## src/rtl/mc14500b_pkg.sv

```systemverilog
// Shared opcode definitions for the MC14500B-family industrial control units.
package mc14500b_pkg;

    typedef logic [3:0] opcode_t;

    localparam opcode_t NOPO_INST = 4'h0;
    localparam opcode_t LD_INST   = 4'h1;
    localparam opcode_t LDC_INST  = 4'h2;
    localparam opcode_t AND_INST  = 4'h3;
    localparam opcode_t ANDC_INST = 4'h4;
    localparam opcode_t OR_INST   = 4'h5;
    localparam opcode_t ORC_INST  = 4'h6;
    localparam opcode_t XNOR_INST = 4'h7;
    localparam opcode_t STO_INST  = 4'h8;
    localparam opcode_t STOC_INST = 4'h9;
    localparam opcode_t IEN_INST  = 4'hA;
    localparam opcode_t OEN_INST  = 4'hB;
    localparam opcode_t JMP_INST  = 4'hC;
    localparam opcode_t RTN_INST  = 4'hD;
    localparam opcode_t SKZ_INST  = 4'hE;
    localparam opcode_t NOPF_INST = 4'hF;

endpackage

```

## src/rtl/mc14500b_wide_lu.sv

```systemverilog
// Bitwise logic unit: computes the next result register from opcode, RR and operand.
// Opcodes that do not touch RR pass it through unchanged.
module mc14500b_wide_lu
    import mc14500b_pkg::*;
#(
    parameter int unsigned DATA_W = 8
) (
    input  logic [3:0]        i_ir,
    input  logic [DATA_W-1:0] i_rr,
    input  logic [DATA_W-1:0] i_opd,
    output logic [DATA_W-1:0] o_rr_nxt
);

    // Decode the logic opcodes; everything else holds RR.
    always_comb begin
        o_rr_nxt = i_rr;
        case (i_ir)
            LD_INST:   o_rr_nxt = i_opd;
            LDC_INST:  o_rr_nxt = ~i_opd;
            AND_INST:  o_rr_nxt = i_rr & i_opd;
            ANDC_INST: o_rr_nxt = i_rr & ~i_opd;
            OR_INST:   o_rr_nxt = i_rr | i_opd;
            ORC_INST:  o_rr_nxt = i_rr | ~i_opd;
            XNOR_INST: o_rr_nxt = ~(i_rr ^ i_opd);
            default:   o_rr_nxt = i_rr;
        endcase
    end

endmodule

```

## src/rtl/mc14500b_wide_icu.sv

```systemverilog
// Word-wide MC14500B industrial control unit. An instruction occupies CYC_PER_INST clocks:
// opcode and operand are captured at the end of phase 0, and every output updates together at
// the end of the last phase, holding until the next commit.
module mc14500b_wide_icu
    import mc14500b_pkg::*;
#(
    parameter int unsigned DATA_W       = 8,
    parameter int unsigned CYC_PER_INST = 2,
    localparam int unsigned PH_W        = $clog2(CYC_PER_INST)
) (
    input  logic              clk_in,
    input  logic              rst,
    input  logic [3:0]        I,
    input  logic [DATA_W-1:0] data_in,
    output logic [DATA_W-1:0] data_out,
    output logic              write,
    output logic [DATA_W-1:0] RR,
    output logic              FLGO,
    output logic              FLGF,
    output logic              JMP,
    output logic              RTN,
    output logic              SKP,
    output logic              ien_out,
    output logic              oen_out,
    output logic [PH_W-1:0]   state_out
);

    localparam logic [PH_W-1:0] LastPh = PH_W'(CYC_PER_INST - 1);

    // Phase counter and edge qualifiers
    logic [PH_W-1:0]   r_phase;
    logic [PH_W-1:0]   w_phase_nxt;
    logic              w_sample;
    logic              w_commit;

    // Captured instruction
    logic [3:0]        r_ir;
    logic [DATA_W-1:0] r_opd;
    logic              r_d0;     // raw data_in[0]; IEN/OEN ignore the input-enable gate
    logic              r_sq;     // this instruction is being squashed

    // Architectural state and output registers
    logic [DATA_W-1:0] r_rr;
    logic [DATA_W-1:0] r_dout;
    logic              r_write;
    logic              r_flgo;
    logic              r_flgf;
    logic              r_jmp;
    logic              r_rtn;
    logic              r_skp;
    logic              r_ien;
    logic              r_oen;
    logic              r_skip;   // armed by RTN/SKZ, consumed by the next instruction

    // Commit-edge next values
    logic [DATA_W-1:0] w_lu_rr;
    logic [DATA_W-1:0] w_rr_nxt;
    logic [DATA_W-1:0] w_dout_nxt;
    logic              w_write_nxt;
    logic              w_flgo_nxt;
    logic              w_flgf_nxt;
    logic              w_jmp_nxt;
    logic              w_rtn_nxt;
    logic              w_skp_nxt;
    logic              w_ien_nxt;
    logic              w_oen_nxt;
    logic              w_skip_nxt;

    assign w_sample    = (r_phase == '0);
    assign w_commit    = (r_phase == LastPh);
    assign w_phase_nxt = w_commit ? '0 : r_phase + PH_W'(1);

    mc14500b_wide_lu #(
        .DATA_W (DATA_W)
    ) u_lu (
        .i_ir     (r_ir),
        .i_rr     (r_rr),
        .i_opd    (r_opd),
        .o_rr_nxt (w_lu_rr)
    );

    // Advance the instruction phase on every clock.
    always_ff @(posedge clk_in or negedge rst) begin
        if (!rst) begin
            r_phase <= '0;
        end else begin
            r_phase <= w_phase_nxt;
        end
    end

    // Capture opcode, gated operand and pending skip at the end of phase 0.
    always_ff @(posedge clk_in or negedge rst) begin
        if (!rst) begin
            r_ir  <= NOPO_INST;
            r_opd <= '0;
            r_d0  <= 1'b0;
            r_sq  <= 1'b0;
        end else if (w_sample) begin
            r_ir  <= I;
            r_opd <= r_ien ? data_in : '0;
            r_d0  <= data_in[0];
            r_sq  <= r_skip;
        end
    end

    // Execute the captured instruction; pulses start cleared and are set only by this opcode.
    always_comb begin
        w_rr_nxt    = r_rr;
        w_dout_nxt  = r_dout;
        w_write_nxt = 1'b0;
        w_flgo_nxt  = 1'b0;
        w_flgf_nxt  = 1'b0;
        w_jmp_nxt   = 1'b0;
        w_rtn_nxt   = 1'b0;
        w_skp_nxt   = 1'b0;
        w_ien_nxt   = r_ien;
        w_oen_nxt   = r_oen;
        w_skip_nxt  = 1'b0;
        if (r_sq) begin
            // Squashed: only SKP reports it; a squashed RTN/SKZ never re-arms skip.
            w_skp_nxt = 1'b1;
        end else begin
            w_rr_nxt = w_lu_rr;
            case (r_ir)
                NOPO_INST: w_flgo_nxt = 1'b1;
                STO_INST: begin
                    if (r_oen) begin
                        w_write_nxt = 1'b1;
                        w_dout_nxt  = r_rr;
                    end
                end
                STOC_INST: begin
                    if (r_oen) begin
                        w_write_nxt = 1'b1;
                        w_dout_nxt  = ~r_rr;
                    end
                end
                IEN_INST:  w_ien_nxt = r_d0;
                OEN_INST:  w_oen_nxt = r_d0;
                JMP_INST:  w_jmp_nxt = 1'b1;
                RTN_INST: begin
                    w_rtn_nxt  = 1'b1;
                    w_skip_nxt = 1'b1;
                end
                SKZ_INST:  w_skip_nxt = (r_rr == '0);
                NOPF_INST: w_flgf_nxt = 1'b1;
                default:   ;
            endcase
        end
    end

    // Update every visible output together at the end of the last phase.
    always_ff @(posedge clk_in or negedge rst) begin
        if (!rst) begin
            r_rr    <= '0;
            r_dout  <= '0;
            r_write <= 1'b0;
            r_flgo  <= 1'b0;
            r_flgf  <= 1'b0;
            r_jmp   <= 1'b0;
            r_rtn   <= 1'b0;
            r_skp   <= 1'b0;
            r_ien   <= 1'b1;
            r_oen   <= 1'b1;
            r_skip  <= 1'b0;
        end else if (w_commit) begin
            r_rr    <= w_rr_nxt;
            r_dout  <= w_dout_nxt;
            r_write <= w_write_nxt;
            r_flgo  <= w_flgo_nxt;
            r_flgf  <= w_flgf_nxt;
            r_jmp   <= w_jmp_nxt;
            r_rtn   <= w_rtn_nxt;
            r_skp   <= w_skp_nxt;
            r_ien   <= w_ien_nxt;
            r_oen   <= w_oen_nxt;
            r_skip  <= w_skip_nxt;
        end
    end

    assign data_out  = r_dout;
    assign write     = r_write;
    assign RR        = r_rr;
    assign FLGO      = r_flgo;
    assign FLGF      = r_flgf;
    assign JMP       = r_jmp;
    assign RTN       = r_rtn;
    assign SKP       = r_skp;
    assign ien_out   = r_ien;
    assign oen_out   = r_oen;
    assign state_out = r_phase;

endmodule

```

## config.mk

```make
export PLATFORM = sky130hd
export DESIGN_NAME = mc14500b_wide_icu
export DESIGN_NICKNAME = d
export VERILOG_FILES = /design/src/rtl/mc14500b_pkg.sv /design/src/rtl/mc14500b_wide_lu.sv /design/src/rtl/mc14500b_wide_icu.sv
export SDC_FILE = /design/constraint.sdc
export NUM_CORES = 1
export LEC_CHECK = 0
export BUFFER_PORTS_ARGS = -buffer_cell sky130_fd_sc_hd__buf_4
export CORE_ASPECT_RATIO = 1.25
export CORE_MARGIN = 2
export CORE_UTILIZATION = 49
export DETAILED_ROUTE_END_ITERATION = 8
export HOLD_SLACK_MARGIN = 0.12
export PLACE_DENSITY = 0.75
export SYNTH_ARGS = -nofsm -noshare
export SYNTH_HDL_FRONTEND = slang
export SYNTH_SLANG_ARGS = --single-unit
export TNS_END_PERCENT = 1
```

## constraint.sdc

```tcl
create_clock -name clk_in -period 1.3 [get_ports clk_in]
set_input_delay 0.065 -clock clk_in [delete_from_list [all_inputs] [get_ports clk_in]]
set_output_delay 0.065 -clock clk_in [all_outputs]
set_load 0.01 [all_outputs]
```

# [Word level (Yosys, flattened, before mapping)]
# Index checks and enable logic that the tools add are counted.
[word_totals] ff_bits=40 in_bits=14 out_inout_bits=25
[classes] n_addsub=1 n_eq_ne=17 n_mux=20 n_bitwise=9 reduce_logical=9
[op_table] operator="$pmux W8 S7" n=1
[op_table] operator="$eq A4 B4 Y1 const B" n=8
[op_table] operator="$mux W8" n=3
[op_table] operator="$not A8 Y8" n=3
[op_table] operator="$and A8 B8 Y8" n=2
[op_table] operator="$eq A4 B3 Y1 const B" n=4
[op_table] operator="$or A8 B8 Y8" n=2
[op_table] operator="$pmux W8 S2" n=1
[op_table] operator="$mux W1" n=14
[op_table] operator="$reduce_and A3 Y1" n=3
[op_table] operator="$eq A4 B2 Y1 const B" n=2
[op_table] operator="$logic_not A8 Y1" n=1
[op_table] operator="$xor A8 B8 Y8" n=1
[op_table] operator="$reduce_bool A7 Y1" n=1
[op_table] operator="$reduce_and A5 Y1" n=1
[op_table] operator="$eq A4 B1 Y1 const B" n=1
[op_table] operator="$logic_not A4 Y1" n=1
[op_table] operator="$ne A2 B2 Y1 const B" n=2
[op_table] operator="$pmux W1 S2" n=1
[op_table] operator="$reduce_bool A2 Y1" n=1
[op_table] operator="$reduce_or A2 Y1" n=1
[op_table] operator="$add A1 B1 Y1 const B" n=1
[op_table] operator="$not A1 Y1" n=1

# [Longest topological paths before layout]
[logic_depth] ltp_word=4 mapped_depth=6

# [By module]
# From an unflattened synthesis, not the netlist that was laid out.
[hier_totals] cells_unflattened=189 area_unflattened_um2=2158.3
[modules_own_cells] module="mc14500b_wide_icu" instances=1 cells_per_inst=131 area_per_inst_um2=1715.4 seq_area_each_um2=1003.5
[modules_own_cells] module="mc14500b_wide_lu" instances=1 cells_per_inst=58 area_per_inst_um2=442.9 seq_area_each_um2=0.0

# [Worst setup path before layout]
# OpenSTA, ideal clock, no wires.
[synth_path] path_kind="register to register" from="reg r_ir[0]" to="reg r_rr[6] (netlist: RR[6])" setup_ns=0.132 arrival_time_ns=1.298 required_time_ns=1.168 path_slack_ns=-0.130 path_stages_with_launch=7 n_path_buf=2 synth_period_minus_slack_ns=1.430 path_cell_list="dfrtp_1 -> buf_6 -> or3_4 -> and3_1 -> buf_6 -> o221ai_2 -> o211ai_2"
[synth_between] elab_chain_len=3 elab_cells_between_ends=10 cone_classes="eq/ne: 7; mux: 1; reduce/logical: 2"
[synth_lines] item="start, declared" line="mc14500b_wide_icu.sv:37" source="logic [3:0] r_ir;"
[synth_lines] item="start signal, assigned" line="mc14500b_wide_icu.sv:94" source="r_ir <= NOPO_INST;"
[synth_lines] item="start signal, assigned" line="mc14500b_wide_icu.sv:99" source="r_ir <= I;"
[synth_lines] item="$eq A4 B1 Y1, or another cell as far along" line="mc14500b_wide_lu.sv:17" source="case (i_ir)"
[synth_lines] item="$reduce_bool A7 Y1 (no source line)"
[synth_lines] item="$reduce_and A3 Y1 (no source line)"
[synth_lines] item="end signal, assigned" line="mc14500b_wide_icu.sv:167" source="r_rr <= w_rr_nxt;"
[synth_lines] item="end, declared" line="mc14500b_wide_icu.sv:43" source="logic [DATA_W-1:0] r_rr;"
# Parallel ways exist; a longest one is shown, timed or not.
# A chain may end at the register's enable or synchronous reset.

# [Worst setup path after layout]
# Same ends and word-level chain as after synthesis.

==> impl_metrics.yaml <==
sta:
  layout_setup_ws_ns: -0.04754
  fmax_mhz: 742.1
  rsz0062_at_grt: "yes"
  finalSetupViolCount: 10
  min_period_ns: 1.348
  hold_viol_final: 0
  fin_crit_sh_pct: 103.7
  drv_slew: 0
  clock_skew_ns: 0.005201
  relSlewSlack_pct: 66.85
  setup_tns_ns: -0.2545
  worstMarginPinSlew_ns: 0.4973
  timing.hold.ws_ns: 0.2718
clock_tree:
  post_cts_buffers: 0
  htree_levels: 2
  clock_sinks: 40
  cts_made_buffers: 5
  clkLatencyLatePin_ns: 0.29
  clock-root-buffer: "clkbuf_8"
  clkSlewWorstSetupHoldPaths_ns: 0.08
  cts_tree: "done"
  ctsLongestPathBuffers: 2
layout:
  nNetsFinal: 298
  final_common_cell: "buf_4"
  area_delta_synth_final_pct: 39.39
  mostFrequentLayoutCells: "buf_4 (58), dfrtp_1 (36), nand2_1 (34)"
  drive_gt1_share_pct: 37.89
  diodes: 0
place:
  portBuffers: 38
  gp_congestion: 0.8503
  pre_cts_slack_ns: -0.09917
  dpl.hpwl_um: 3219
floorplanning:
  start_util_pct: 50.62
  coreArea_um2: 4066
  die_h_um: 76.46
  die_w_um: 61.97
  num_rows: 26
  io-pin-count: 39
  dieArea_um2: 4738
global_routing:
  top_usage_layer: "met2"
  antenna_found_initial: 0
  met1_usage_pct: 28.51
  grtUsageTotal_pct: 21.73
  grt_util_met3_pct: 4.414
  gr-total-overflow: 0
  grt_pass1_vias: 1771
  gr-usage-met2_pct: 33.65
  grt_max_degree: 41
  grt_pass1_wl_um: 7845
routing:
  viasPerCell: 5.284
  vias: 1802
  drc: 0
  antenna_left: 0
  wire_per_inst_um: 13.60
  drt_iter0_markers: 77
  wl_um: 4638
  drtPass1Iterations: 4
logic_synthesis:
  synth.distinct_cells: 36
  synthCells: 215
  syn_avg_cell_area_um2: 9.573
  syn_area_um2: 2058
  synth_nets: 229
  synth-seq-area-share_pct: 48.75
  synthFlopType: "dfrtp_1"
  synth_edf_count: 0
  async_reset_ff_share_pct: 100.0
  ys_ff_latch: 40
  yosys_warnings: 0
critical_path:
  slowest_stage: "dfrtp_1"
  critPathLaunchType: "flip-flop"
  critPathBufInv: 0
  worstRegToRegCells: 4
  path_cells: "or3_4, and3_4, o221ai_2, o211ai_2"
  crit_required_ns: 1.47
  timing_worst_setup_path_type: "flip-flop to flip-flop"
  cp.arrival_ns: 1.52
  critPathMaxFanout: 8
  slowest_delay_ns: 0.42
  path_delay_family: "simple AND/OR/NAND/NOR gates"
  cp.depth: 4
  endpoint_kind: "flip-flop"
power_and_ir_drop:
  power_leakage_nw: 1.307
  power_density_nw_per_um2: 1252
  ir_worst_vdd_mv: 0.8589
min_path:
  hold_class: "input port to async pin"
run_status:
  status: "finished with violations"
  violations: "negative setup slack"
flow_run:
  maxCapViolations: 0
-- path summary, 6_finish.rpt --
kind | slack [ns] | startpoint | endpoint
max | -0.05 | r_ir[0]$_DFFE_PN0N_ | RR[6]$_DFFE_PN0P_
min | 0.27 | rst | r_ir[0]$_DFFE_PN0N_
max reg2reg | -0.05 | r_ir[0]$_DFFE_PN0N_ | RR[6]$_DFFE_PN0P_
min reg2reg | 0.48 | r_skip$_DFFE_PN0P_ | r_sq$_DFFE_PN0N_
max in group asynchronous | 0.65 | rst | r_ir[3]$_DFFE_PN0N_
min in group clk_in | 0.48 | r_skip$_DFFE_PN0P_ | r_sq$_DFFE_PN0N_
-- logic make-up after synthesis --
logic type | share of synthesized area [%]
buf+inv | 5.288
mux | 3.830
xor+xnor | 3.404
flops | 48.75
simple gates | 18.36
compound gates | 20.37
-- registers in the layout (all words and copies together) (netlist names) --
signal	cells
r_d0	1
r_ir	4
RR	8
SKP	1
ien_out	1
write	1
FLGO	1
RTN	1
oen_out	1
FLGF	1
r_skip	1
state_out	1
JMP	1
r_sq	1
data_out	8
r_opd	8
-- cells in the mapped netlist, types with 2 or more instances --
| cell type | number | area [um^2] |
|---|---|---|
| nor2_1 | 2 | 7.510 |
| xnor2_1 | 8 | 70.07 |
| buf_6 | 3 | 33.78 |
| a21oi_1 | 10 | 50.05 |
| nor4_1 | 2 | 12.51 |
| mux2_2 | 7 | 78.83 |
| buf_4 | 2 | 15.01 |
| o2bb2ai_1 | 3 | 26.28 |
| and3b_1 | 7 | 61.31 |
| buf_2 | 3 | 15.01 |
| nand3_1 | 3 | 15.01 |
| o21ai_0 | 36 | 180.2 |
| a211oi_1 | 7 | 52.55 |
| nand2_1 | 34 | 127.6 |
| nand2b_1 | 10 | 62.56 |
| nor2b_1 | 2 | 12.51 |
| o21ai_1 | 10 | 50.05 |
| inv_1 | 6 | 22.52 |
| clkbuf_1 | 5 | 18.77 |
| dfrtp_1 | 38 | 950.9 |
| dfstp_2 | 2 | 52.55 |
-- where the power goes --
group	internal (mW)	switching, mW	leakage [nW]	total, mW
clock network	0.568	0.435	0.0541	1.00
registers	1.43	0.172	0.509	1.60
logic	0.536	0.452	0.744	0.988
total	2.54	1.06	1.31	3.59
-- per-layer routing --
metal,up-vias,share of wire [%]
li1,886,-
met1,861,46
met2,51,49
met3,4,4.4
met4,0,1.4
met5,-,0
-- through the flow --
| stage | area, um^2 | std cells | utilization (%) | total power [mW] |
|---|---|---|---|---|
| 5_1_grt | 2869 | 341 | 70.55 | 3.815 |
| 3_5_place_dp | 2532 | 320 | 62.28 | 2.513 |
| 3_3_place_gp | 2532 | 320 | 62.28 | 2.483 |
| 6_report | 2869 | 341 | 70.55 | 3.593 |
| 4_1_cts | 2808 | 341 | 69.05 | 3.575 |
| 2_1_floorplan | 2063 | 215 | - | 2.049 |
-- final cells by class --
type                    count  area, um^2
fillers                   307        1197
multi-input cells         155        1028
flip-flops and latches     40        1006
repair buffers             76       630.6
well taps                  56       70.07
clock buffers               5       68.82
clock inverters             3       42.54
inverters                   6       22.52
-- repair_timing --
action,CTS,global route
hold buffers,13,0
hold endpoints to repair,53,0
pin swaps,7,4
endpoints found under the setup margin,16,18
resized for setup,13,29
cloned,0,0
Note: power is estimated with default switching activity, not from simulation.
